File: src/rtl/fib_seq_engine.sv
// ============================================================================
// Module   : fib_seq_engine
// Purpose  : Generalised Fibonacci term generator (single-term or streaming).
// Revision : 1.0 - initial release
// ============================================================================
`default_nettype none

module fib_seq_engine #(
    parameter int WIDTH = 8,
    parameter int IDX_W = 8,
    parameter int SAT   = 0
) (
    input  logic             clk,
    input  logic             rst_n,
    input  logic             start,
    input  logic [IDX_W-1:0] n,
    input  logic [WIDTH-1:0] seed0,
    input  logic [WIDTH-1:0] seed1,
    input  logic             stream,
    output logic             busy,
    output logic             out_valid,
    input  logic             out_ready,
    output logic [WIDTH-1:0] out_data,
    output logic [IDX_W-1:0] out_idx,
    output logic             out_last,
    output logic             overflow,
    output logic             done
);

    typedef enum logic [1:0] {
        S_IDLE = 2'd0,
        S_CALC = 2'd1,
        S_EMIT = 2'd2
    } state_t;

    state_t           r_state;
    logic [WIDTH-1:0] r_a;
    logic [WIDTH-1:0] r_b;
    logic [IDX_W-1:0] r_k;
    logic [IDX_W-1:0] r_n;
    logic             r_b_ovf;
    logic             r_ovf;
    logic             r_valid;
    logic             r_done;

    logic [WIDTH:0]   w_sum;
    logic             w_carry;
    logic [WIDTH-1:0] w_next;
    logic             w_more;
    logic             w_last;

    assign w_sum   = {1'b0, r_a} + {1'b0, r_b};
    assign w_carry = w_sum[WIDTH];
    assign w_next  = ((SAT != 0) && w_carry) ? {WIDTH{1'b1}} : w_sum[WIDTH-1:0];
    assign w_more  = (r_k < r_n);
    assign w_last  = (r_k == r_n);

    // r_b runs one term ahead of the presented term, so its carry is held in
    // r_b_ovf and only folded into the sticky flag when that term reaches r_a.
    always_ff @(posedge clk or negedge rst_n) begin
        if (!rst_n) begin
            r_state <= S_IDLE;
            r_a     <= '0;
            r_b     <= '0;
            r_k     <= '0;
            r_n     <= '0;
            r_b_ovf <= 1'b0;
            r_ovf   <= 1'b0;
            r_valid <= 1'b0;
            r_done  <= 1'b0;
        end else begin
            r_done <= 1'b0;
            case (r_state)
                S_IDLE: begin
                    if (start) begin
                        r_a     <= seed0;
                        r_b     <= seed1;
                        r_k     <= '0;
                        r_n     <= n;
                        r_b_ovf <= 1'b0;
                        r_ovf   <= 1'b0;
                        r_state <= stream ? S_EMIT : S_CALC;
                    end
                end
                S_CALC: begin
                    if (w_more) begin
                        r_a     <= r_b;
                        r_b     <= w_next;
                        r_k     <= r_k + 1'b1;
                        r_ovf   <= r_ovf | r_b_ovf;
                        r_b_ovf <= w_carry;
                    end else begin
                        r_valid <= 1'b1;
                        r_state <= S_EMIT;
                    end
                end
                S_EMIT: begin
                    if (!r_valid) begin
                        r_valid <= 1'b1;
                    end else if (out_ready) begin
                        if (w_last) begin
                            r_valid <= 1'b0;
                            r_done  <= 1'b1;
                            r_state <= S_IDLE;
                        end else begin
                            r_a     <= r_b;
                            r_b     <= w_next;
                            r_k     <= r_k + 1'b1;
                            r_ovf   <= r_ovf | r_b_ovf;
                            r_b_ovf <= w_carry;
                        end
                    end
                end
                default: begin
                    r_valid <= 1'b0;
                    r_state <= S_IDLE;
                end
            endcase
        end
    end

    assign busy      = (r_state != S_IDLE);
    assign out_valid = r_valid;
    assign out_data  = r_a;
    assign out_idx   = r_k;
    assign out_last  = r_valid & w_last;
    assign overflow  = r_ovf;
    assign done      = r_done;

endmodule

`default_nettype wire

File: config.mk
export PLATFORM = sky130hd
export DESIGN_NAME = fib_seq_engine
export DESIGN_NICKNAME = d
export VERILOG_FILES = /design/src/rtl/fib_seq_engine.sv
export SDC_FILE = /design/constraint.sdc
export NUM_CORES = 1
export LEC_CHECK = 0
export ABC_AREA = 1
export BUFFER_PORTS_ARGS = -buffer_cell sky130_fd_sc_hd__buf_2
export CORE_ASPECT_RATIO = 0.6
export CORE_MARGIN = 1
export CORE_UTILIZATION = 55
export CTS_CLUSTER_DIAMETER = 150
export DETAILED_ROUTE_END_ITERATION = 6
export HOLD_SLACK_MARGIN = 0.03
export PLACE_DENSITY = 0.9
export SYNTH_ARGS = -nofsm -noshare
export SYNTH_HDL_FRONTEND = slang
export SYNTH_SLANG_ARGS = --single-unit
File: constraint.sdc
create_clock -name clk -period 1.79 [get_ports clk]
set_input_delay 0.358 -clock clk [delete_from_list [all_inputs] [get_ports clk]]
set_output_delay 0.358 -clock clk [all_outputs]
set_load 0.02 [all_outputs]
==> metrics.md <==
| Metric | Value |
|---|---|
| Die area | `4830 um^2` |
| Leak | `around 0.0018 uW` |
| Highest-count cells in the layout ignoring fill and taps | `nand2_1 (110), buf_2 (48), inv_1 (39), dfrtp_1 (38)` |
| Final setup vio count | `30` |
| RSZ-0062 raised after global routing | `yes` |
| # port buffers | `49` |
| CP Buf/Inv Count | `4` |
| Total Wirelength | `about 9000 um` |
| # IOs | `50` |
| CP max FO | `6` |
| Area grow syn2layout | `33.5%` |
| Worst-path cell chain | `inv_1 -> ha_1 -> o21ai_2 -> nand2_1 -> inv_1 -> nand3_2 -> inv_4 -> nand2_8 -> buf_12 -> nand2_1 -> o21ai_1` |
| DRC | `3` |
| Post-Syn Area | `2500 um^2` |
| Main combinational cell family by area after synthesis | `simple AND/OR/NAND/NOR gates` |
| Syn_nets | `~380` |
| Number of buffers created by CTS | `5` |
| Setup ws final | `-192 ps` |
| Global-route wire length before repair | `10300 um` |
| Die height | `54.3 um` |
| Crit path max-delay family | `buffers and inverters` |
| Worst Setup End Kind | `flop` |
| Adder-Cell Fraction of Synth Area | `0.113` |
| CP Class | `reg -> reg` |
| Via density | `slightly above 6` |
| Final Hold Fails | `0` |
| Core Region | `4230 um^2` |
| Failing checks | `design-rule violations, negative setup slack` |
| Initial core utilization | `0.591` |
| Post-synthesis mux area share | `0.0405` |
| Pre-antenna DRT Iters | `7` |
| Worst Path Required | `1960 ps` |
| Synth Area in Compound Gates | `0.0780` |
| HPWL after DPL | `4510 um` |
| Crit path DAT | `2150 ps` |
| Skew-Pair Late Insertion Delay | `roughly 300 ps` |
| Slowest stage delay, CP | `420 ps` |
| Max VDD drop | `between 900 and 1000 uV` |
| Initial antenna violation count | `0` |
| Seq. cell area | `approximately 950 um^2` |
| Maxcap violations | `0` |
| Antenna Cells | `0` |
| Initial DRC count | `445` |
| Slew Limit Fails | `0` |
| Fill count | `252` |
| Power per cell area | `2030 nW/um^2` |
| Post-Synth Simple-Gate Area | `0.273` |
| HP Class | `in -> async` |
| Largest net degree at the start of global routing | `23` |
| Via count of the first global-routing pass | `2231` |
| DR vias | `roughly 2900` |
| Root buf cell | `clkbuf_8` |
| Fin crit share | `1.11` |
| Routability cong. | `0.898` |
| Most common cell after layout, fill and taps aside | `nand2_1` |
| Synth warnings | `0` |
| Register area share after synthesis | `0.380` |
| Post-CTS Hold Fix Bufs | `0` |
| Post-Synth XOR/XNOR Area | `0.0210` |
| Critical Path Slowest Stage Cell | `dfrtp_1` |
| Post-layout nets | `457` |
| Total gr overflow | `0` |
| Antenna Nets Post-Route | `0` |
| Die W | `89.1 um` |
| Layout cells sized above 1 | `0.291` |
| Post-Synthesis Cells | `331` |
| Multi-input gate area | `1490 um^2` |
| F_max | `around 500 MHz` |
| Average wire per standard cell | `19.3 um` |
| Synthesized flop and latch total | `38` |
| GRT Overall Usage | `0.291` |
| Slew @ Worst Pin | `roughly 500 ps` |
| H-tree Lvls | `2` |
| CTS sink cnt | `38` |
| CTS tree | `done` |
| Post-synthesis average cell area | `between 7 and 8 um^2` |
| Maximum clock path buffer count | `2` |
| Post-Route Utilization | `0.789` |
| Min Tclk post-route | `1980 ps` |
| CTS clk-pin slew, worst paths | `80 ps` |
| Final TNS setup | `-4040 ps` |
| Outcome | `finished with violations` |
| Yosys cell types | `27` |
| CP Launch Type | `flop` |
| Rel. slew slack | `0.665` |
| Cell Rows | `18` |
| Layout Skew | `9.27 ps` |
## registers in the layout (all words and copies together), names as in the netlist
signal	count
r_state	2
overflow	1
out_idx	8
done	1
r_n	8
out_data	8
r_b	8
out_valid	1
r_b_ovf	1
## worst register-to-register path: cells and delay by family (launching register included)
family	cells	cell delay (ps)
buffers and inverters	4	470
AND/OR/NAND/NOR	4	410
AO/OA/AOI/OAI	2	240
flip-flops	1	420
adder cells (fa/ha/maj)	1	310
## cell type report
class                           instances  share of cell area
Inverter                               44              0.0524
Clock buffer                            7              0.0228
Sequential cell                        38               0.285
Timing Repair Buffer                   76               0.170
Tap cell                               60              0.0225
Multi-Input combinational cell        241               0.447
## through the flow
step | power (uW) | cells | area, um^2 | setup WS, ps | hold slack (ps)
3_3_place_gp | 4660 | 444 | 2890 | 110 | 345
4_1_cts | 5530 | 453 | 3040 | -91.7 | 43.4
2_1_floorplan | 3990 | 331 | 2500 | 29.6 | 62.4
6_report | 6770 | 466 | 3340 | -192 | 17.9
5_1_grt | 7140 | 466 | 3340 | -243 | 61.0
3_5_place_dp | 4850 | 444 | 2890 | 17.5 | 340
## routing by layer
layer	part of all wire	wire length, um	vias to the layer above	track usage
li1	-	-	1205	-
met1	0.37	3360	1306	0.395
met2	0.43	3850	292	0.471
met3	0.12	1110	99	0.0588
met4	0.077	692	0	0.106
met5	0	0	-	0
## power breakdown
| part | switching [uW] | total [uW] | internal [uW] |
|---|---|---|---|
| logic | 2870 | 4700 | 1830 |
| clock network | 295 | 563 | 268 |
| registers | 288 | 1500 | 1210 |
## worst paths after layout
kind,startpoint,end,slack (ps),cells after the start
min in group clk,n[0],r_n[0]$_DFFE_PN0P_,300,2
setup / recovery,r_state[0]$_DFFE_PN0P_,out_data[7]$_DFFE_PN0P_,-190,11
max in group asynchronous,rst_n,r_n[3]$_DFFE_PN0P_,1270,2
hold reg to reg,out_data[6]$_DFFE_PN0P_,out_data[6]$_DFFE_PN0P_,530,2
setup reg to reg,r_state[0]$_DFFE_PN0P_,out_data[7]$_DFFE_PN0P_,-190,11
hold / removal,rst_n,out_data[5]$_DFFE_PN0P_,20,1
## kinds of logic after synthesis
group,count (synthesis)
xor+xnor,6
compound gates,38
simple gates,164
mux,10
fa+ha+maj,22
flops,38
buf+inv,53
## Yosys cell counts
| master | instances | area (um^2) |
|---|---|---|
| nand2_1 | 117 | 439 |
| ha_1 | 21 | 263 |
| mux2_2 | 1 | 11.3 |
| a21oi_1 | 13 | 65.1 |
| o21a_1 | 1 | 7.51 |
| nand4_1 | 4 | 25.0 |
| nand3b_1 | 1 | 7.51 |
| mux2i_1 | 9 | 90.1 |
| nor3_1 | 2 | 10.0 |
| buf_2 | 1 | 5.00 |
| dfrtp_1 | 38 | 951 |
| xnor2_1 | 2 | 17.5 |
| or2_1 | 1 | 6.26 |
| o21ai_0 | 7 | 35.0 |
| fa_1 | 1 | 20.0 |
| or2_2 | 3 | 18.8 |
| nand3_1 | 14 | 70.1 |
| o21ai_1 | 16 | 80.1 |
| inv_1 | 41 | 154 |
| clkbuf_1 | 3 | 11.3 |
| nand2_8 | 1 | 20.0 |
| nand3_2 | 1 | 10.0 |
| xor2_1 | 4 | 35.0 |
| inv_2 | 3 | 11.3 |
| buf_6 | 5 | 56.3 |
| nor2_1 | 20 | 75.1 |
| a21o_1 | 1 | 7.51 |
## repair_timing
action / in CTS / in global routing
pin swaps: 6 / 16
gates cloned: 0 / 7
setup endpoints to repair: 3 / 30
setup buffers: 2 / 6
gates resized for setup: 11 / 34
Note: power is estimated with default switching activity, not from simulation.
